## src/rtl/aq_axil_pkg.sv

```systemverilog
// Shared types for the AXI4-Lite single-outstanding initiator.
// Holds the controller state encoding and the AXI response codes.
package aq_axil_pkg;

  typedef enum logic [2:0] {
    ST_IDLE    = 3'd0,
    ST_WR      = 3'd1,
    ST_WR_RESP = 3'd2,
    ST_RD_ADDR = 3'd3,
    ST_RD_DATA = 3'd4,
    ST_RSP     = 3'd5
  } state_t;

  localparam logic [1:0] OKAY   = 2'b00;
  localparam logic [1:0] EXOKAY = 2'b01;
  localparam logic [1:0] SLVERR = 2'b10;
  localparam logic [1:0] DECERR = 2'b11;

endpackage

```

## src/rtl/aq_axil_master.sv

```systemverilog
// One-outstanding AXI4-Lite initiator: a command is turned into one AXI
// write or read, and the result is held on the response port until taken.
module aq_axil_master
  import aq_axil_pkg::*;
#(
  parameter int         TIMEOUT_CYCLES = 1024,
  parameter logic [2:0] AXPROT         = 3'b000,
  parameter logic [3:0] AXCACHE        = 4'b0011
) (
  input  logic        ACLK,
  input  logic        ARESET,
  input  logic        CMD_VALID,
  output logic        CMD_READY,
  input  logic        CMD_WRITE,
  input  logic [31:0] CMD_ADDR,
  input  logic [31:0] CMD_WDATA,
  input  logic [3:0]  CMD_WSTRB,
  output logic        RSP_VALID,
  input  logic        RSP_READY,
  output logic [31:0] RSP_RDATA,
  output logic [1:0]  RSP_RESP,
  output logic        RSP_TIMEOUT,
  output logic [31:0] M_AXI_AWADDR,
  output logic [3:0]  M_AXI_AWCACHE,
  output logic [2:0]  M_AXI_AWPROT,
  output logic        M_AXI_AWVALID,
  input  logic        M_AXI_AWREADY,
  output logic [31:0] M_AXI_WDATA,
  output logic [3:0]  M_AXI_WSTRB,
  output logic        M_AXI_WVALID,
  input  logic        M_AXI_WREADY,
  input  logic        M_AXI_BVALID,
  output logic        M_AXI_BREADY,
  input  logic [1:0]  M_AXI_BRESP,
  output logic [31:0] M_AXI_ARADDR,
  output logic [3:0]  M_AXI_ARCACHE,
  output logic [2:0]  M_AXI_ARPROT,
  output logic        M_AXI_ARVALID,
  input  logic        M_AXI_ARREADY,
  input  logic [31:0] M_AXI_RDATA,
  input  logic [1:0]  M_AXI_RRESP,
  input  logic        M_AXI_RVALID,
  output logic        M_AXI_RREADY
);

  localparam logic [31:0] TIMEOUT_LIMIT = 32'(TIMEOUT_CYCLES);

  state_t      state_reg, state_next;
  logic [31:0] addr_reg, addr_next;
  logic [31:0] wdata_reg, wdata_next;
  logic [3:0]  wstrb_reg, wstrb_next;
  logic        awvalid_reg, awvalid_next;
  logic        wvalid_reg, wvalid_next;
  logic        bready_reg, bready_next;
  logic        arvalid_reg, arvalid_next;
  logic        rready_reg, rready_next;
  logic        rsp_valid_reg, rsp_valid_next;
  logic [31:0] rsp_rdata_reg, rsp_rdata_next;
  logic [1:0]  rsp_resp_reg, rsp_resp_next;
  logic        rsp_timeout_reg, rsp_timeout_next;
  logic [31:0] cnt_reg, cnt_next;
  logic [31:0] cnt_inc;
  logic        expire;
  logic        abort;
  logic        aw_done, w_done;

  assign cnt_inc = cnt_reg + 32'd1;
  // ">=" keeps the abort armed after a handshake won the race on the limit edge.
  assign expire  = (TIMEOUT_LIMIT != 32'd0) && (cnt_inc >= TIMEOUT_LIMIT);
  assign aw_done = !awvalid_reg || M_AXI_AWREADY;
  assign w_done  = !wvalid_reg || M_AXI_WREADY;

  always_comb begin
    state_next       = state_reg;
    addr_next        = addr_reg;
    wdata_next       = wdata_reg;
    wstrb_next       = wstrb_reg;
    awvalid_next     = awvalid_reg;
    wvalid_next      = wvalid_reg;
    bready_next      = bready_reg;
    arvalid_next     = arvalid_reg;
    rready_next      = rready_reg;
    rsp_valid_next   = rsp_valid_reg;
    rsp_rdata_next   = rsp_rdata_reg;
    rsp_resp_next    = rsp_resp_reg;
    rsp_timeout_next = rsp_timeout_reg;
    cnt_next         = cnt_reg;
    abort            = 1'b0;
    case (state_reg)
      ST_IDLE: begin
        if (CMD_VALID) begin
          addr_next  = CMD_ADDR;
          wdata_next = CMD_WDATA;
          wstrb_next = CMD_WSTRB;
          cnt_next   = 32'd0;
          if (CMD_WRITE) begin
            state_next   = ST_WR;
            awvalid_next = 1'b1;
            wvalid_next  = 1'b1;
          end else begin
            state_next   = ST_RD_ADDR;
            arvalid_next = 1'b1;
          end
        end
      end
      ST_WR: begin
        cnt_next = cnt_inc;
        if (M_AXI_AWREADY) awvalid_next = 1'b0;
        if (M_AXI_WREADY)  wvalid_next  = 1'b0;
        if (aw_done && w_done) begin
          state_next  = ST_WR_RESP;
          bready_next = 1'b1;
        end else if (expire) begin
          abort = 1'b1;
        end
      end
      ST_WR_RESP: begin
        cnt_next = cnt_inc;
        if (M_AXI_BVALID) begin
          state_next       = ST_RSP;
          bready_next      = 1'b0;
          rsp_valid_next   = 1'b1;
          rsp_resp_next    = M_AXI_BRESP;
          rsp_rdata_next   = 32'd0;
          rsp_timeout_next = 1'b0;
        end else if (expire) begin
          abort = 1'b1;
        end
      end
      ST_RD_ADDR: begin
        cnt_next = cnt_inc;
        if (M_AXI_ARREADY) begin
          state_next   = ST_RD_DATA;
          arvalid_next = 1'b0;
          rready_next  = 1'b1;
        end else if (expire) begin
          abort = 1'b1;
        end
      end
      ST_RD_DATA: begin
        cnt_next = cnt_inc;
        if (M_AXI_RVALID) begin
          state_next       = ST_RSP;
          rready_next      = 1'b0;
          rsp_valid_next   = 1'b1;
          rsp_resp_next    = M_AXI_RRESP;
          rsp_rdata_next   = M_AXI_RDATA;
          rsp_timeout_next = 1'b0;
        end else if (expire) begin
          abort = 1'b1;
        end
      end
      ST_RSP: begin
        if (RSP_READY) begin
          state_next     = ST_IDLE;
          rsp_valid_next = 1'b0;
        end
      end
      default: state_next = ST_IDLE;
    endcase
    if (abort) begin
      state_next       = ST_RSP;
      awvalid_next     = 1'b0;
      wvalid_next      = 1'b0;
      bready_next      = 1'b0;
      arvalid_next     = 1'b0;
      rready_next      = 1'b0;
      rsp_valid_next   = 1'b1;
      rsp_resp_next    = SLVERR;
      rsp_rdata_next   = 32'd0;
      rsp_timeout_next = 1'b1;
    end
  end

  always_ff @(posedge ACLK or posedge ARESET) begin
    if (ARESET) state_reg <= ST_IDLE;
    else        state_reg <= state_next;
  end

  always_ff @(posedge ACLK or posedge ARESET) begin
    if (ARESET) begin
      addr_reg        <= 32'd0;
      wdata_reg       <= 32'd0;
      wstrb_reg       <= 4'd0;
      awvalid_reg     <= 1'b0;
      wvalid_reg      <= 1'b0;
      bready_reg      <= 1'b0;
      arvalid_reg     <= 1'b0;
      rready_reg      <= 1'b0;
      rsp_valid_reg   <= 1'b0;
      rsp_rdata_reg   <= 32'd0;
      rsp_resp_reg    <= 2'b00;
      rsp_timeout_reg <= 1'b0;
      cnt_reg         <= 32'd0;
    end else begin
      addr_reg        <= addr_next;
      wdata_reg       <= wdata_next;
      wstrb_reg       <= wstrb_next;
      awvalid_reg     <= awvalid_next;
      wvalid_reg      <= wvalid_next;
      bready_reg      <= bready_next;
      arvalid_reg     <= arvalid_next;
      rready_reg      <= rready_next;
      rsp_valid_reg   <= rsp_valid_next;
      rsp_rdata_reg   <= rsp_rdata_next;
      rsp_resp_reg    <= rsp_resp_next;
      rsp_timeout_reg <= rsp_timeout_next;
      cnt_reg         <= cnt_next;
    end
  end

  assign CMD_READY     = (state_reg == ST_IDLE);
  assign RSP_VALID     = rsp_valid_reg;
  assign RSP_RDATA     = rsp_rdata_reg;
  assign RSP_RESP      = rsp_resp_reg;
  assign RSP_TIMEOUT   = rsp_timeout_reg;
  assign M_AXI_AWADDR  = addr_reg;
  assign M_AXI_ARADDR  = addr_reg;
  assign M_AXI_AWCACHE = AXCACHE;
  assign M_AXI_ARCACHE = AXCACHE;
  assign M_AXI_AWPROT  = AXPROT;
  assign M_AXI_ARPROT  = AXPROT;
  assign M_AXI_AWVALID = awvalid_reg;
  assign M_AXI_WVALID  = wvalid_reg;
  assign M_AXI_WDATA   = wdata_reg;
  assign M_AXI_WSTRB   = wstrb_reg;
  assign M_AXI_BREADY  = bready_reg;
  assign M_AXI_ARVALID = arvalid_reg;
  assign M_AXI_RREADY  = rready_reg;

endmodule

```

## config.mk

```make
export PLATFORM = sky130hd
export DESIGN_NAME = aq_axil_master
export DESIGN_NICKNAME = d
export VERILOG_FILES = /design/src/rtl/aq_axil_pkg.sv /design/src/rtl/aq_axil_master.sv
export SDC_FILE = /design/constraint.sdc
export NUM_CORES = 1
export LEC_CHECK = 0
export CORE_AREA = 2 2 170 172
export CTS_CLUSTER_DIAMETER = 120
export DETAILED_ROUTE_END_ITERATION = 7
export DIE_AREA = 0 0 172 174
export GPL_TIMING_DRIVEN = 0
export PLACE_DENSITY_LB_ADDON = 0.08
export SLEW_MARGIN = 20
export SYNTH_ARGS = -nofsm -noshare
export SYNTH_HDL_FRONTEND = slang
export SYNTH_SLANG_ARGS = --single-unit
```

## constraint.sdc

```tcl
create_clock -name ACLK -period 6.1 [get_ports ACLK]
set_clock_uncertainty 0.2 [all_clocks]
set_input_delay 1.22 -clock ACLK [delete_from_list [all_inputs] [get_ports ACLK]]
set_output_delay 1.22 -clock ACLK [all_outputs]
set_load 0.05 [all_outputs]
```

# Word-level counts from Yosys, hierarchy flattened
# Cells that the tools add are included.
totals:
  ff_bits: 144
  latch_bits: 0
  mem_bits_rw: 0
  rom_bits: 0
  in_bits: 114
  out_inout_bits: 156
  elab_cells: 109
  memories: 0
classes:
  addsub: 1
  multipliers: 0
  n_div: 0
  order_cmp: 1
  n_eq_ne: 16
  n_shift: 0
  n_mux: 53
  bitwise: 0
  n_reduce_logical: 24
ops:
  columns: ["cell", "count"]
  rows:
  - ["32-bit two-way mux", 4]
  - ["32-bit case mux with 2 select lines", 2]
  - ["32-bit by 1-bit adder with 32-bit output, second input constant", 1]
  - ["32-bit by 11-bit >= comparator with 1-bit output, second input constant", 1]
  - ["1-bit two-way mux", 26]
  - ["3-bit two-way mux", 7]
  - ["3-bit != test, second input constant", 7]
  - ["3-bit case mux with 6 select lines", 1]
  - ["4-bit AND reduction", 4]
  - ["3-bit nonzero test", 5]
  - ["1-bit case mux with 2 select lines", 6]
  - ["3-bit AND reduction", 3]
  - ["2-bit two-way mux", 4]
  - ["3-bit by 2-bit == test with 1-bit output, second input constant", 2]
  - ["3-bit == test, second input constant", 2]
  - ["3-bit by 2-bit != test with 1-bit output, second input constant", 2]
  - ["6-bit AND reduction", 1]
  - ["1-bit case mux with 4 select lines", 1]
  - ["2-bit case mux with 2 select lines", 1]
  - ["2-bit AND reduction", 2]
  - ["4-bit nonzero test", 1]
  - ["4-bit OR reduction", 1]
  - ["3-bit by 1-bit == test with 1-bit output, second input constant", 1]
  - ["3-bit zero test", 1]
  - ["other kinds (7)", 9]

# Longest topological paths before layout
depth:
  ltp_word: 7
  depth_mapped: 11
  mapped_depth_nobuf: 9

# Least setup slack after synthesis
# Ideal clock, no wire load.
synth_path:
  path_type: "reg2out"
  from: "reg state_reg[0]"
  to: "out CMD_READY"
  arrival_ps: 1673
  setup_slack_ps: 3007
  stages_incl_launch_ff: 3
  path_buffers: 1
  cell_sequence: "dfrtp_1 clkbuf_1 nor3_1"
synth_between:
  elab_chain_len: 1
synth_lines:
  columns: ["item", "line_no", "text"]
  rows:
  - ["start, declared", "aq_axil_master.sv:48", "state_t state_reg, state_next;"]
  - ["start signal, assigned", "aq_axil_master.sv:177", "else state_reg <= state_next;"]
  - ["3-bit zero test", "aq_axil_master.sv:212", "assign CMD_READY = (state_reg == ST_IDLE);"]
  - ["end, declared", "aq_axil_master.sv:13", "output logic CMD_READY,"]
# Every way passes these cells.

# Worst setup path after layout
layout_path:
  from: "reg cnt_reg[12]"
  to: "reg wvalid_reg (netlist: M_AXI_WVALID)"
layout_between:
  elab_chain_len: 7
  word_cells_on_any_way: 14
  classes_between: "add/sub (1); order compare (1); eq/ne (3); mux (7); reduce/logical (2)"
layout_lines:
  columns: ["item", "line_no", "text"]
  rows:
  - ["start, declared", "aq_axil_master.sv:61", "logic [31:0] cnt_reg, cnt_next;"]
  - ["start signal, assigned", "aq_axil_master.sv:208", "cnt_reg <= cnt_next;"]
  - ["32-bit by 1-bit adder with 32-bit output (*)", "aq_axil_master.sv:67", "assign cnt_inc = cnt_reg + 32'd1;"]
  - ["32-bit by 11-bit >= comparator with 1-bit output (*)", "aq_axil_master.sv:69", "assign expire = (TIMEOUT_LIMIT != 32'd0) && (cnt_inc >= TIMEOUT_LIMIT);"]
  - ["1-bit two-way mux (*)", null, null]
  - ["1-bit two-way mux, on equally long branches", null, null]
  - ["1-bit case mux with 4 select lines (*)", "aq_axil_master.sv:89", "case (state_reg)"]
  - ["3-bit != test (no line) (tied with other cells)", null, null]
  - ["4-bit AND reduction (no line)", null, null]
  - ["end signal, assigned", "aq_axil_master.sv:200", "wvalid_reg <= wvalid_next;"]
  - ["end, declared", "aq_axil_master.sv:53", "logic wvalid_reg, wvalid_next;"]
# Every way passes the cells marked *; elsewhere a longest branch is shown, timed or not.
# A chain may end at the register's enable or synchronous reset.

==> impl_metrics.toml <==
[timing]
timing.fmax_ghz = 0.266
rsz0062_at_grt = "false"
slew_headroom_pct = 24.9
worstMarginPinSlew_ps = 1120
setup_viol = 0
hold_viol_final = 0
setup-tns-final_ps = 0
whs_ps = 276
finalCritPeriodShare_pct = 61.6
maxSlewViolCount = 0
post-route-min-period_ps = 3760
fin_ws_ps = 2340

[synthesis]
ys_seq_area_share_pct = 51.7
synth_flop_cell = "dfrtp_1"
syn_inst = 775
synthesis.area_mm2 = 0.00696
ys_seq_elements = 144
ys_types = 57
synthArstFlopShare_pct = 100
yosys_warnings = 0
synth_edf_count = 0
synth_area_per_cell_um2 = 8.99

[setup_path]
cp-start-kind = "flop"
worst-endpoint-required_ps = 6250
worst-setup-path-type = "reg2reg"
critical_path_arrival_ps = 3910
worstPathMaxFanout = 10
endpoint_kind = "flop"
r2r_slack_ps = 2340
reg2reg_from = "cnt_reg[12]"
r2r_end = "M_AXI_WVALID"
rr_worst_depth = 11

[routing]
firstDrtPassIters = 5
drcViolationCount = 0
drtIter0Drc = 429
drtAntennaViolNets = 0
wire_per_inst_um = 16.1
totalWireLength_mm = 23.5
via_count = 6464
viasPerCell = 4.43

[clock_network]
cts_root_buf = "clkbuf_16"
cts_setup_buffers = 0
clk_pin_slew_ps = 60
htree_num_levels = 4
cts_buffer_depth = 2
cts_resized = 0
clock_latency_ps = 420
cts_tree = "built"
cts_buffers = 17
numClockSinks = 144
cts_hold_buf = 0

[hold_path]
whs_path_depth = 2
min-delay-start = "M_AXI_WDATA[10]"
min_path_type = "reg2reg"
holdPathEnd = "M_AXI_WDATA[10]"

[final_layout]
layout-drive-gt1-share_pct = 8.57
nNetsFinal = 1177
n_antenna_cell = 0
syn_to_final_growth_pct = 53.0
postLayoutCoreUtil_pct = 37.7

[placement]
routabilityCongestion = 0.811
io_buffer_count = 255
dp_hpwl_mm = 17.3
pre_cts_ws_ps = 2120

[global_route]
gr-usage-met1_pct = 20.7
use_met2_pct = 24.9
antenna_found_initial = 1
grt_pass1_wl_mm = 37.0
grt.overflow.total = 0
grt_use_met3_pct = 5.42
grt_max_degree = 87
grt_pass1_vias = 6543
busiest_layer = "met2"
grt_use_total_pct = 15.8

[floorplan]
die_w_um = 172
row_count = 62
start_util_pct = 24.7
dieArea_mm2 = 0.0299
core-area_mm2 = 0.0282
ioPinCount = 270
die_y_um = 174

[run_status]
status = "finished clean"

[power]
power_mw = 6.07
powerDensity_mw_per_mm2 = 570
p_leak_nw = 4.70
vdd_drop_max_uv = 303

[run]
maxCapViolCount = 0
how the worst max path moves through the flow:
stage | to | depth (start not counted) | from | slack, ps
CTS | CMD_READY | 3 | state_reg[0] | 2230
global placement | cnt_reg[22] | 2 | ARESET | -1780
global route | M_AXI_WVALID | 11 | cnt_reg[12] | 2000
detailed placement | cnt_reg[24] | 7 | CMD_VALID | 2120
finish | M_AXI_WVALID | 11 | cnt_reg[12] | 2340
floorplan | M_AXI_ARADDR[0] | 1 | ARESET | 810
cell usage after synthesis, types with 2 or more instances:
library cell / n / area [um^2]
a21boi_0: 2 / 15.0
o21ai_1: 2 / 10.0
or2_2: 2 / 12.5
o21ai_0: 38 / 190
xor2_1: 7 / 61.3
a21oi_1: 17 / 85.1
o311ai_0: 2 / 17.5
nand2_1: 247 / 927
a31oi_1: 6 / 37.5
xnor2_1: 4 / 35.0
buf_2: 2 / 10.0
o31ai_1: 11 / 82.6
nor2_1: 39 / 146
o211a_1: 2 / 20.0
and4_1: 2 / 17.5
a32o_1: 35 / 350
dfrtp_1: 144 / 3600
nor3_1: 14 / 70.1
o41ai_1: 3 / 26.3
and3_1: 8 / 50.1
nor4_1: 3 / 18.8
a21o_1: 2 / 15.0
or3_1: 4 / 25.0
o2111ai_1: 2 / 17.5
and2_1: 5 / 31.3
buf_4: 47 / 353
nand4b_1: 2 / 17.5
clkbuf_1: 40 / 150
o22ai_1: 3 / 18.8
a211oi_1: 3 / 22.5
o211ai_1: 3 / 22.5
mux2i_1: 4 / 40.0
nand3_1: 19 / 95.1
inv_1: 15 / 56.3
conb_1: 2 / 7.51
nor4_2: 2 / 25.0
nand4_1: 12 / 75.1
logic make-up (layout without fill, tap and decap cells):
group / count (synthesis) / after routing / share of synthesized area [%]
AO/OA/AOI/OAI: 139 / 139 / 14.3
XOR/XNOR: 11 / 11 / 1.38
buffers and inverters: 106 / 393 / 8.39
flip-flops: 144 / 144 / 51.7
other: 2 / 14 / 0.108
AND/OR/NAND/NOR: 368 / 368 / 23.3
adder cells (fa/ha/maj): 1 / 1 / 0.180
multiplexers: 4 / 4 / 0.575
metrics by stage:
stage / area (um^2) / std cells
detailed placement: 10100 / 1427
global route: 10700 / 1458
finish: 10700 / 1458
global placement: 10000 / 1426
floorplan: 7010 / 787
CTS: 10700 / 1458
layer usage:
metal	part of all wire, %	up-vias
li1	-	3168
met1	45	3063
met2	46	216
met3	8.0	17
met4	1.3	0
met5	0	-
final cells by class:
class | instances | area, um^2
flip-flops and latches | 144 | 3600
plain buffers | 91 | 528
repair buffers | 256 | 2580
inverters | 15 | 63.8
clock buffers | 18 | 429
well taps | 384 | 480
clock inverters | 13 | 151
fillers | 2949 | 17600
multi-input cells | 537 | 2820
cells in the final DEF, fill, tap and decap left out, types with 4 or more instances in the layout:
master / count
clkdlybuf4s50_1: 255
nand2_1: 247
dfrtp_1: 144
buf_4: 47
clkbuf_1: 41
nor2_1: 39
o21ai_0: 38
a32o_1: 35
nand3_1: 19
a21oi_1: 17
clkbuf_16: 17
inv_1: 14
nor3_1: 14
conb_1: 14
nand4_1: 12
o31ai_1: 11
and3_1: 8
xor2_1: 7
inv_6: 7
a31oi_1: 6
and2_1: 5
mux2i_1: 4
or3_1: 4
xnor2_1: 4
clkinvlp_4: 4
power by group:
| group | switching [mW] | internal (mW) |
|---|---|---|
| sequential | 0.222 | 1.28 |
| clock | 0.455 | 0.610 |
| combinational | 2.36 | 1.15 |
critical path, cell delays in order, from the launching register on:
cell and delay [ps]:
dfrtp_1 320, clkbuf_1 310, nand2_1 240, nor4_2 740, nand4_1 310, xnor2_1 200
a211oi_1 210, nand4_1 300, o21ai_2 290, buf_4 230, buf_6 170, a32o_1 170
Power figures use the tool's default switching activity.
